===== src/rtl/async_fifo_write_arbiter.sv =====
// async_fifo_write_arbiter
// Round-robin, burst-limited arbiter sharing one async FIFO write port among
// NUM_REQ producers in the write clock domain. A grant lasts until the
// granted requester's last word, MAX_BURST accepted words, or its valid drop,
// followed by exactly one idle bubble cycle before the next grant.
//
// Optional build macro: ASYNC_FIFO_ARB_STATS_EN adds p_stat_count, one
// saturating 16-bit accepted-word counter per requester.
//
// state | meaning
// ------+-----------------------------------------------------------
// IDLE  | no grant held; round-robin pick among valid requesters
// GRANT | requester grant_q owns the FIFO write port
module async_fifo_write_arbiter #(
  parameter int NUM_REQ    = 4,
  parameter int DATA_WIDTH = 8,
  parameter int MAX_BURST  = 8
) (
  input  logic                          write_clk,
  input  logic                          write_rst,
  input  logic [NUM_REQ-1:0]            p_req_valid,
  input  logic [NUM_REQ*DATA_WIDTH-1:0] p_req_data,
  input  logic [NUM_REQ-1:0]            p_req_last,
  output logic [NUM_REQ-1:0]            p_req_ready,
  input  logic                          p_write_full,
  output logic                          p_write_en,
  output logic [DATA_WIDTH-1:0]         p_write_data,
  output logic [$clog2(NUM_REQ)-1:0]    p_grant_id,
  output logic                          p_busy
`ifdef ASYNC_FIFO_ARB_STATS_EN
  ,
  output logic [NUM_REQ*16-1:0]         p_stat_count
`endif
);

  localparam int GW = $clog2(NUM_REQ);
  localparam int BW = $clog2(MAX_BURST + 1);

  typedef enum logic {IDLE, GRANT} state_t;

  state_t          state_q, state_d;
  logic [GW-1:0]   grant_q, grant_d;
  logic [GW-1:0]   last_grant_q, last_grant_d;
  logic [BW-1:0]   burst_cnt_q, burst_cnt_d;
  logic            accept;
  logic            burst_end;

  // First valid index searching upward from the requester after lg, wrapping.
  function automatic logic [GW-1:0] rr_pick(input logic [NUM_REQ-1:0] v,
                                            input logic [GW-1:0]      lg);
    logic [GW-1:0] sel;
    logic          found;
    int            idx;
    sel   = '0;
    found = 1'b0;
    for (int k = 1; k <= NUM_REQ; k++) begin
      idx = (int'(lg) + k) % NUM_REQ;
      if (!found && v[idx]) begin
        found = 1'b1;
        sel   = GW'(idx);
      end
    end
    return sel;
  endfunction

  // Handshake outputs decoded from the held grant and the live inputs.
  always_comb begin
    p_busy       = (state_q == GRANT);
    p_req_ready  = '0;
    if (p_busy && !p_write_full) p_req_ready = NUM_REQ'(1) << grant_q;
    accept       = p_busy && !p_write_full && p_req_valid[grant_q];
    p_write_en   = accept;
    p_write_data = p_req_data[int'(grant_q)*DATA_WIDTH +: DATA_WIDTH];
    p_grant_id   = grant_q;
    burst_end    = (burst_cnt_q == BW'(MAX_BURST - 1));
  end

  // Next-state logic: arbitrate in IDLE, count and release in GRANT.
  always_comb begin
    state_d      = state_q;
    grant_d      = grant_q;
    last_grant_d = last_grant_q;
    burst_cnt_d  = burst_cnt_q;
    case (state_q)
      IDLE: begin
        if (|p_req_valid) begin
          state_d     = GRANT;
          grant_d     = rr_pick(p_req_valid, last_grant_q);
          burst_cnt_d = '0;
        end
      end
      GRANT: begin
        // A dropped valid releases even while the FIFO is full.
        if (!p_req_valid[grant_q] || (accept && (p_req_last[grant_q] || burst_end))) begin
          state_d      = IDLE;
          last_grant_d = grant_q;
          burst_cnt_d  = '0;
        end else if (accept) begin
          burst_cnt_d = burst_cnt_q + BW'(1);
        end
      end
      default: state_d = IDLE;
    endcase
  end

  // State registers; reset aborts any burst in progress.
  always_ff @(posedge write_clk or posedge write_rst) begin
    if (write_rst) begin
      state_q      <= IDLE;
      grant_q      <= '0;
      last_grant_q <= GW'(NUM_REQ - 1);
      burst_cnt_q  <= '0;
    end else begin
      state_q      <= state_d;
      grant_q      <= grant_d;
      last_grant_q <= last_grant_d;
      burst_cnt_q  <= burst_cnt_d;
    end
  end

`ifdef ASYNC_FIFO_ARB_STATS_EN
  for (genvar i = 0; i < NUM_REQ; i++) begin : g_stat
    logic [15:0] stat_q;

    // Saturating count of words accepted from requester i.
    always_ff @(posedge write_clk or posedge write_rst) begin
      if (write_rst) begin
        stat_q <= '0;
      end else if (accept && (grant_q == GW'(i)) && (stat_q != 16'hFFFF)) begin
        stat_q <= stat_q + 16'd1;
      end
    end

    assign p_stat_count[i*16 +: 16] = stat_q;
  end
`else
  // Statistics counters are not built in this configuration.
`endif

endmodule

===== config.mk =====
export PLATFORM = sky130hd
export DESIGN_NAME = async_fifo_write_arbiter
export DESIGN_NICKNAME = d
export VERILOG_FILES = /design/src/rtl/async_fifo_write_arbiter.sv
export SDC_FILE = /design/constraint.sdc
export NUM_CORES = 1
export LEC_CHECK = 0
export ABC_CLOCK_PERIOD_IN_PS = 2700
export BUFFER_PORTS_ARGS = -buffer_cell sky130_fd_sc_hd__clkbuf_2
export CAP_MARGIN = 20
export CORE_MARGIN = 2
export CORE_UTILIZATION = 46
export CTS_BUF_LIST = sky130_fd_sc_hd__clkbuf_8
export CTS_CLUSTER_SIZE = 24
export DETAILED_ROUTE_END_ITERATION = 7
export PLACE_DENSITY = 0.84
export SYNTH_ARGS = -nofsm -noshare
export SYNTH_HDL_FRONTEND = slang
export SYNTH_SLANG_ARGS = --single-unit

===== constraint.sdc =====
create_clock -name write_clk -period 2.7 [get_ports write_clk]
set_input_delay 0.81 -clock write_clk [delete_from_list [all_inputs] [get_ports write_clk]]
set_output_delay 0.81 -clock write_clk [all_outputs]
set_load 0.05 [all_outputs]

==> results.md, run 1 <==
- CP endpoint kind: output port
- DRC errors left: 0
- Num rows: 15
- Worst Skew: 3.73 ps
- Vias: 920
- Setup-failing EPs final: 0
- Simple-gate area share of the yosys netlist: 16.1%
- Period Utilization, post-route: 96.7%
- Crit path from: p_req_valid[2]
- Reg2reg setup slack: 790 ps
- Cell taking the most area after synthesis: dfrtp_1
- Peak Freq: 0.383 GHz
- Root Buffer: clkbuf_8
- CTS Hold Bufs: 0
- Post-CTS setup buffers: 0
- RSZ-0062 raised after global routing: false
- Antenna Violating Nets Remaining: 0
- Congestion Overflow GR: 0
- Slew headroom: 74.0%
- Synth unique cells: 40
- Chip Width: 48.0 um
- Initial antenna violation count: 0
- Pwr per Cell Area: 1150 nW/um2
- Flop pwr share: 18.8%
- Clock buffer depth: 2
- Top cells by area, synth: dfrtp_1, mux4_2, mux4_1
- Final instance area: 1280 um2
- Comb power frac: 71.2%
- Post-synthesis cell area: 892 um2
- Kind of critical path: input port to output port
- Util after Layout: 71.6%
- Sw frac: 53.2%
- Status: completed
- Clock group share of total power: 10.0%
- Worst-Margin Slew: 390 ps
- Largest family of logic cells by synthesized area: multiplexers
- DP HPWL: 1920 um
- Clock Latency Late Sink: 230 ps
- Slew Limit Fails: 0
- Die H: 48.0 um
- Mean Syn Cell Area: 11.4 um2
- Synth Instances: 78
- Fillers: 138
- Die ar.: 2310 um2
- Internal power: 0.689 mW
- Number of synthesized flops with an enable pin: 0
- Top-count cell post-synth: dfrtp_1
- # clock sinks: 9
- Placed cell areas: 1230 um2
- CTS resizes: 0
- Seq cells post-synth: 9
- Yosys top cell area share: 19.6%
- Tmin final: 2610 ps
- End point of the critical path: p_write_en
- Starting Density: 50.0%
- Synth Area in Compound Gates: 16.7%
- Worst EP required: 1890 ps
- Total track usage: 21.2%
- Syn. warnings: 0
- WL/cell: 13.7 um
- FF-to-FF End: last_grant_q[1]
- Vias per Instance: 5.54
- Share of flip-flops with an asynchronous set or reset: 100%
- Peak supply drop: 0.000681 V
- Worst hold slack: 504 ps
- Min-delay worst type: register to register
- Core Footprint: 1780 um2
- Setup crit start kind: input port
- Cells on worst reg2reg path: 5
- Xor-xnor portion of the synthesized cell area: 0%
- CTS clk-pin slew, worst paths: 40 ps
- Lkg Pwr: 0.669 nW
- Multiplexer share of the synthesized area: 34.5%
- Hold Path Depth: 1
- GR peak layer: met2
- Ys flop type: dfrtp_1
- Max cap viols: 0
- Antenna fix cells: 0
- Syn_nets: 122
- Io pins: 59
- First-pass GRT wire length: 3330 um
- Iteration-0 DRC Markers: 10
- Seq/Total Area, Yosys: 25.5%
- Commonest cells post-synth: dfrtp_1, inv_1, mux4_2
- Adder-cell area share of the yosys netlist: 1.40%
- Met3 usage: 6.42%
- M2 GR Usage: 42.9%
- WP data arrival: 1800 ps
- Worst r2r src: p_grant_id[1]
- CTS buffer count: 3
- Area Overhead vs Synth: 43.1%
- Gpl congestion: 0.824
- Vias in the first global route: 837
- Hold Vio Cnt, Final: 0
- Routed WL: 2270 um
- Fraction of layout cells with a size suffix above 1: 59.6%
- Net Switching: 0.784 mW
- Drt first pass iters: 4
- Maximum net fanout on the critical path: 4
- CTS tree: done
- Met1 Usage GRT: 19.3%
- IO Port Bufs: 58
- Fin nets: 186
- CTS H-tree lvls: 1
- Largest net degree at the start of global routing: 13
[worst max-delay path: stages]
cell and delay [ps]:
clkbuf_2 110, mux4_2 500, inv_2 100, nor2_1 50, clkbuf_2 230
[registers in the layout (all words and copies together), names as in the netlist]
name and cells:
last_grant_q 2, burst_cnt_q 4, p_busy 1, p_grant_id 2
[kinds of logic after synthesis]
logic type / count (synthesis)
and+or+nand+nor: 24
muxes: 16
AOI/OAI and AO/OA: 17
adders and majority gates: 1
DFF: 9
buffers and inverters: 11
[layout make-up]
cell class | instances | area (um2) | area share [%]
clock inverter | 1 | 3.75 | 0.294
timing repair buffer | 64 | 335 | 26.3
sequential | 9 | 229 | 17.9
clock buffer | 3 | 41.3 | 3.24
tap | 25 | 31.3 | 2.45
multi-input combinational | 58 | 613 | 48.0
inverter | 6 | 22.5 | 1.76
[cell usage in the layout, fill, tap and decap left out, types with 2 or more instances in the layout]
cell / Yosys / routed
mux2i_1: 3 / 3
nand3_1: 2 / 2
nand2b_1: 3 / 3
nor2_1: 3 / 3
mux2_4: 4 / 4
clkbuf_2: 0 / 58
buf_4: 0 / 6
mux4_2: 5 / 5
and3_1: 2 / 2
clkbuf_8: 0 / 3
dfstp_2: 2 / 2
inv_1: 5 / 6
a21oi_1: 2 / 2
nand2_1: 2 / 2
mux4_1: 4 / 4
nor3_1: 3 / 3
nor3b_1: 2 / 2
nor4_1: 2 / 2
o21ai_0: 2 / 2
dfrtp_1: 7 / 6
[worst min-delay path by stage]
stage,start,endpoint,slack (ps)
finish,burst_cnt_q[3],burst_cnt_q[3],500
global route,burst_cnt_q[3],burst_cnt_q[3],540
CTS,burst_cnt_q[3],burst_cnt_q[3],510
detailed placement,burst_cnt_q[3],burst_cnt_q[3],500
global placement,burst_cnt_q[3],burst_cnt_q[3],490
floorplan,burst_cnt_q[3],burst_cnt_q[3],470
[routing by layer]
metal / share of wire, % / routed length [um]
met1: 33 / 748
met2: 60 / 1360
met3: 5.5 / 125
met4: 1.3 / 29
met5: 0 / 0
[power groups by stage]
stage          clock network, mW  registers [mW]  logic, mW
2_1_floorplan                  0           0.314      0.800
3_3_place_gp                   0           0.272       1.03
3_5_place_dp                   0           0.278       1.05
4_1_cts                    0.153           0.276       1.05
5_1_grt                    0.158           0.288       1.12
6_report                   0.148           0.277       1.05
[through the flow]
stage	worst slack (ps)	instances	TNS, ps	power, mW
final	88.6	166	0	1.47
after floorplan	-479	78	-1310	1.11
after global routing	47.8	166	0	1.56
after CTS	45.1	166	0	1.48
after detailed placement	93.0	162	0	1.33
after global placement	104	162	0	1.30
(Power assumes the default switching activity.)
==> inputs of run 2 (changes only) <==
--- a/config.mk
+++ b/config.mk
@@ -9,11 +9,10 @@
 export BUFFER_PORTS_ARGS = -buffer_cell sky130_fd_sc_hd__clkbuf_2
 export CAP_MARGIN = 20
 export CORE_MARGIN = 2
-export CORE_UTILIZATION = 46
-export CTS_BUF_LIST = sky130_fd_sc_hd__clkbuf_8
+export CORE_UTILIZATION = 45
 export CTS_CLUSTER_SIZE = 24
 export DETAILED_ROUTE_END_ITERATION = 7
-export PLACE_DENSITY = 0.84
+export PLACE_DENSITY = 0.82
 export SYNTH_ARGS = -nofsm -noshare
 export SYNTH_HDL_FRONTEND = slang
 export SYNTH_SLANG_ARGS = --single-unit
==> results.md, run 2 (synthesized netlist as in run 1, its figures left out) <==
- Max FFs per register: 4
- WL/cell: 14.3 um
- Setup-failing EPs final: 0
- Placed cell areas: 1230 um2
- Starting Density: 46.4%
- Setup WS post-layout: 76.0 ps
- Drt first pass iters: 4
- Iteration-0 DRC Markers: 25
- Peak supply drop: 0.000623 V
- Final Power: 1.44 mW
- Register area: 228 um2
- Die ar.: 2350 um2
- CTS buffer count: 3
- Setup crit start kind: input port
- Num rows: 16
- Cells on worst reg2reg path: 5
- DRC errors left: 0
- Reg2reg setup slack: 880 ps
- WP data arrival: 1810 ps
- Peak Freq: 0.381 GHz
- Congestion Overflow GR: 0
- Slew headroom: 73.7%
- Antenna Violating Nets Remaining: 0
- Kind of critical path: input port to output port
- Period Utilization, post-route: 97.2%
- Max cap viols: 0
- Area Overhead vs Synth: 41.5%
- Status: completed
- Final instance area: 1260 um2
- Vias: 920
- Clock Latency Late Sink: 270 ps
- DP HPWL: 1920 um
- CTS H-tree lvls: 1
- Largest net degree at the start of global routing: 18
- Commonest non-fill, non-tap cells in the layout: clkbuf_2, dfrtp_1, inv_1, mux4_2, buf_4
- Pwr per Cell Area: 1140 nW/um2
- Hold Vio Cnt, Final: 0
- Slew Limit Fails: 0
- CTS clk-pin slew, worst paths: 60 ps
- Post-CTS setup buffers: 0
- Fraction of layout cells with a size suffix above 1: 58.9%
- Register with the highest flop count: burst_cnt_q
- Vias per Instance: 5.48
- Chip Width: 48.5 um
- Fin nets: 186
- Lkg Pwr: 0.659 nW
- IO Port Bufs: 58
- Maximum net fanout on the critical path: 5
- Setup TNS: 0 ps
- Fillers: 168
- Place WS: 102 ps
- Worst Skew: 8.63 ps
- Total track usage: 21.9%
- Antenna fix cells: 0
- Routed WL: 2390 um
- CP endpoint kind: output port
- CTS Hold Bufs: 0
- Tmin final: 2620 ps
- Most common cell after layout, fill and taps aside: clkbuf_2
- Worst EP required: 1890 ps
- Gpl congestion: 0.880
- Io pins: 59
- # clock sinks: 9
- RSZ-0062 raised after global routing: false
- Multi-input gate area: 613 um2
- First-pass GRT wire length: 3950 um
- Worst-Margin Slew: 391 ps
- Die H: 48.5 um
- Initial antenna violation count: 0
- Min-delay worst type: input port to asynchronous set/reset pin
- Vias in the first global route: 910
- CTS tree: done
- Root Buffer: clkbuf_4
- Core Footprint: 1920 um2
- Clock buffer depth: 2
run 2: timing repair:
action	CTS	global route
gates resized for setup	0	1
hold endpoints to repair	0	0
endpoints found under the setup margin	0	2
run 2: per-stage QoR:
stage | hold WS [ps] | instances | util (%)
2_1_floorplan | 475 | 78 | -
3_3_place_gp | 492 | 164 | 64.1
3_5_place_dp | 499 | 164 | 64.1
4_1_cts | 493 | 168 | 65.5
5_1_grt | 534 | 168 | 65.7
6_report | 488 | 168 | 65.7
run 2: routing by layer:
layer,vias to the layer above,share of wire (%),global-route usage (%)
met5,-,0,0
met4,0,1.2,7.14
met1,443,38,23.7
met2,34,55,41.2
li1,439,-,-
met3,4,6.3,5.86
run 2: final cells by class:
cell class / instances / area share (%)
well taps: 27 / 2.68
repair buffers: 64 / 26.9
clock buffers: 4 / 2.08
flip-flops and latches: 9 / 18.0
multi-input cells: 58 / 48.6
inverters: 6 / 1.78
run 2: path summary, 6_finish.rpt:
path,start,to
worst max-delay path,p_req_valid[1],p_write_en
worst min-delay path,write_rst,p_grant_id[0]
worst max register to register,p_grant_id[0],burst_cnt_q[1]
worst min register to register,burst_cnt_q[3],burst_cnt_q[3]
max in group asynchronous,write_rst,last_grant_q[0]
min in group write_clk,burst_cnt_q[3],burst_cnt_q[3]
run 2: power breakdown:
group          internal, mW  switching, mW  total, mW  leakage, nW
Combinational         0.398          0.686       1.08        0.534
Clock                0.0570         0.0474      0.104       0.0150
Sequential            0.195         0.0552      0.250        0.111
Total                 0.650          0.789       1.44        0.659
run 2: worst max-delay path: stages:
cell	delay (ps)
clkbuf_2	120
mux4_2	500
inv_2	100
nor2_1	50
clkbuf_2	230
==> inputs of run 3 (changes only) <==
--- a/config.mk
+++ b/config.mk
@@ -8,11 +8,13 @@
 export ABC_CLOCK_PERIOD_IN_PS = 2700
 export BUFFER_PORTS_ARGS = -buffer_cell sky130_fd_sc_hd__clkbuf_2
 export CAP_MARGIN = 20
+export CELL_PAD_IN_SITES_DETAIL_PLACEMENT = 1
+export CELL_PAD_IN_SITES_GLOBAL_PLACEMENT = 2
 export CORE_MARGIN = 2
-export CORE_UTILIZATION = 45
+export CORE_UTILIZATION = 25
 export CTS_CLUSTER_SIZE = 24
 export DETAILED_ROUTE_END_ITERATION = 7
-export PLACE_DENSITY = 0.82
+export PLACE_DENSITY = 0.81
 export SYNTH_ARGS = -nofsm -noshare
 export SYNTH_HDL_FRONTEND = slang
 export SYNTH_SLANG_ARGS = --single-unit
==> results.md, run 3 (synthesized netlist as in run 1, its figures left out) <==
- Status: completed
- Min-delay worst type: input port to asynchronous set/reset pin
- Fin nets: 186
- Register with the highest flop count: burst_cnt_q
- Worst r2r src: p_grant_id[0]
- Sw frac: 55.3%
- WP buf/inv: 3
- Internal power: 0.647 mW
- Chip Width: 63.7 um
- WP data arrival: 1790 ps
- Vias in the first global route: 1011
- CP endpoint kind: output port
- Max incr delay on CP: 490 ps
- Max FFs per register: 4
- RSZ-0062 raised after global routing: false
- Drt first pass iters: 4
- Clock Latency Late Sink: 260 ps
- Antenna fix cells: 0
- Iteration-0 DRC Markers: 36
- CP max stage cell: mux4_2
- Maximum net fanout on the critical path: 5
- Vias: 928
- Initial antenna violation count: 0
- Post-CTS setup buffers: 0
- Setup-failing EPs final: 0
- Root Buffer: clkbuf_4
- CP dominant cell by count: clkbuf_2
- CTS H-tree lvls: 1
- Net Switching: 0.801 mW
- Slew Limit Fails: 0
- Slew headroom: 70.9%
- Crit path from: p_req_valid[1]
- CTS resizes: 1
- Setup TNS: 0 ps
- Delay-heaviest family, CP: multiplexers
- CP Cell Sequence: clkbuf_2 > mux4_2 > inv_2 > nor2_1 > clkbuf_2
- WL/cell: 14.9 um
- Setup crit start kind: input port
- Hold Vio Cnt, Final: 0
- Kind of critical path: input port to output port
- CTS buffer count: 3
- End point of the critical path: p_write_en
- Area Overhead vs Synth: 43.9%
- Max cap viols: 0
- Worst EP required: 1890 ps
- Crit path depth: 5
- Peak supply drop: 0.000417 V
- Comb power frac: 73.0%
- Worst-Margin Slew: 436 ps
- Reg2reg setup slack: 880 ps
- Io pins: 59
- Congestion Overflow GR: 0
- Gpl congestion: 0.764
- Die ar.: 4060 um2
- Period Utilization, post-route: 96.4%
- Vias per Instance: 4.96
- CTS tree: done
- First-pass GRT wire length: 4470 um
- Clock buffer depth: 2
- # clock sinks: 9
- Antenna Violating Nets Remaining: 0
- CTS clk-pin slew, worst paths: 70 ps
- Num rows: 21
- Final Power: 1.45 mW
- Most common cell after layout, fill and taps aside: clkbuf_2
- FF-to-FF End: burst_cnt_q[0]
- Total track usage: 13.8%
- Cells on worst reg2reg path: 5
- Commonest non-fill, non-tap cells in the layout: clkbuf_2, dfrtp_1, buf_4
- Pwr per Cell Area: 1130 nW/um2
- DP HPWL: 2350 um
- Starting Density: 26.3%
- Fillers: 417
- Tmin final: 2600 ps
- Fraction of layout cells with a size suffix above 1: 59.6%
- Routed WL: 2780 um
- CTS Hold Bufs: 0
- Worst Skew: 3.23 ps
- Register area: 229 um2
- Clock group share of total power: 7.4%
- Die H: 63.7 um
- Lkg Pwr: 0.657 nW
- Flop pwr share: 19.6%
- Peak Freq: 0.384 GHz
- Multi-input gate area: 613 um2
- Largest net degree at the start of global routing: 12
- DRC errors left: 0
- Core Footprint: 3390 um2
- IO Port Bufs: 58
-- run 3: cell counts in the layout (fill, tap and decap cells not counted) --
Identical to the previous run, type by type.
-- run 3: area by class of cell --
cell class              instances  area share (%)
flip-flops and latches          9            17.8
multi-input cells              58            47.8
inverters                       6            1.75
repair buffers                 64            26.1
well taps                      46            4.48
clock buffers                   4            2.05
-- run 3: worst min path at each step --
stage	startpoint	to	slack (ps)	cells after the start
after global placement	burst_cnt_q[3]	burst_cnt_q[3]	490	1
after global routing	write_rst	p_grant_id[1]	520	2
final	write_rst	p_grant_id[1]	490	2
after floorplan	burst_cnt_q[3]	burst_cnt_q[3]	470	1
after CTS	write_rst	p_grant_id[1]	510	2
after detailed placement	burst_cnt_q[3]	burst_cnt_q[3]	510	1
-- run 3: worst reg2reg max path, cell delays in order (launching register included) --
cell and delay [ps]:
dfrtp_2 490, mux4_2 560, buf_4 180, nand2_4 100, o21ai_4 80, mux2_4 300
-- run 3: stage by stage --
| step | cells | area (um2) | hold slack, ps | utilization (%) | setup WS (ps) |
|---|---|---|---|---|---|
| 4_1_cts | 187 | 1280 | 505 | 37.9 | 88.1 |
| 6_report | 187 | 1280 | 489 | 37.9 | 98.0 |
| 3_5_place_dp | 183 | 1260 | 513 | 37.1 | 97.7 |
| 2_1_floorplan | 78 | 892 | 475 | - | -479 |
| 5_1_grt | 187 | 1280 | 516 | 37.9 | 26.1 |
| 3_3_place_gp | 183 | 1260 | 494 | 37.1 | 92.8 |
-- run 3: power by group through the flow --
stage          logic [mW]  clock network [mW]  registers [mW]
2_1_floorplan       0.800                   0           0.314
3_3_place_gp         1.05                   0           0.279
3_5_place_dp         1.07                   0           0.283
4_1_cts              1.07               0.108           0.285
5_1_grt              1.11               0.119           0.294
6_report             1.06               0.108           0.284
-- run 3: layer usage --
metal / global-route usage [%] / up-vias / routed length, um
li1: - / 438 / -
met1: 14.8 / 444 / 1070
met2: 26.2 / 44 / 1480
met3: 3.52 / 2 / 206
met4: 4.62 / 0 / 19
met5: 0 / - / 0
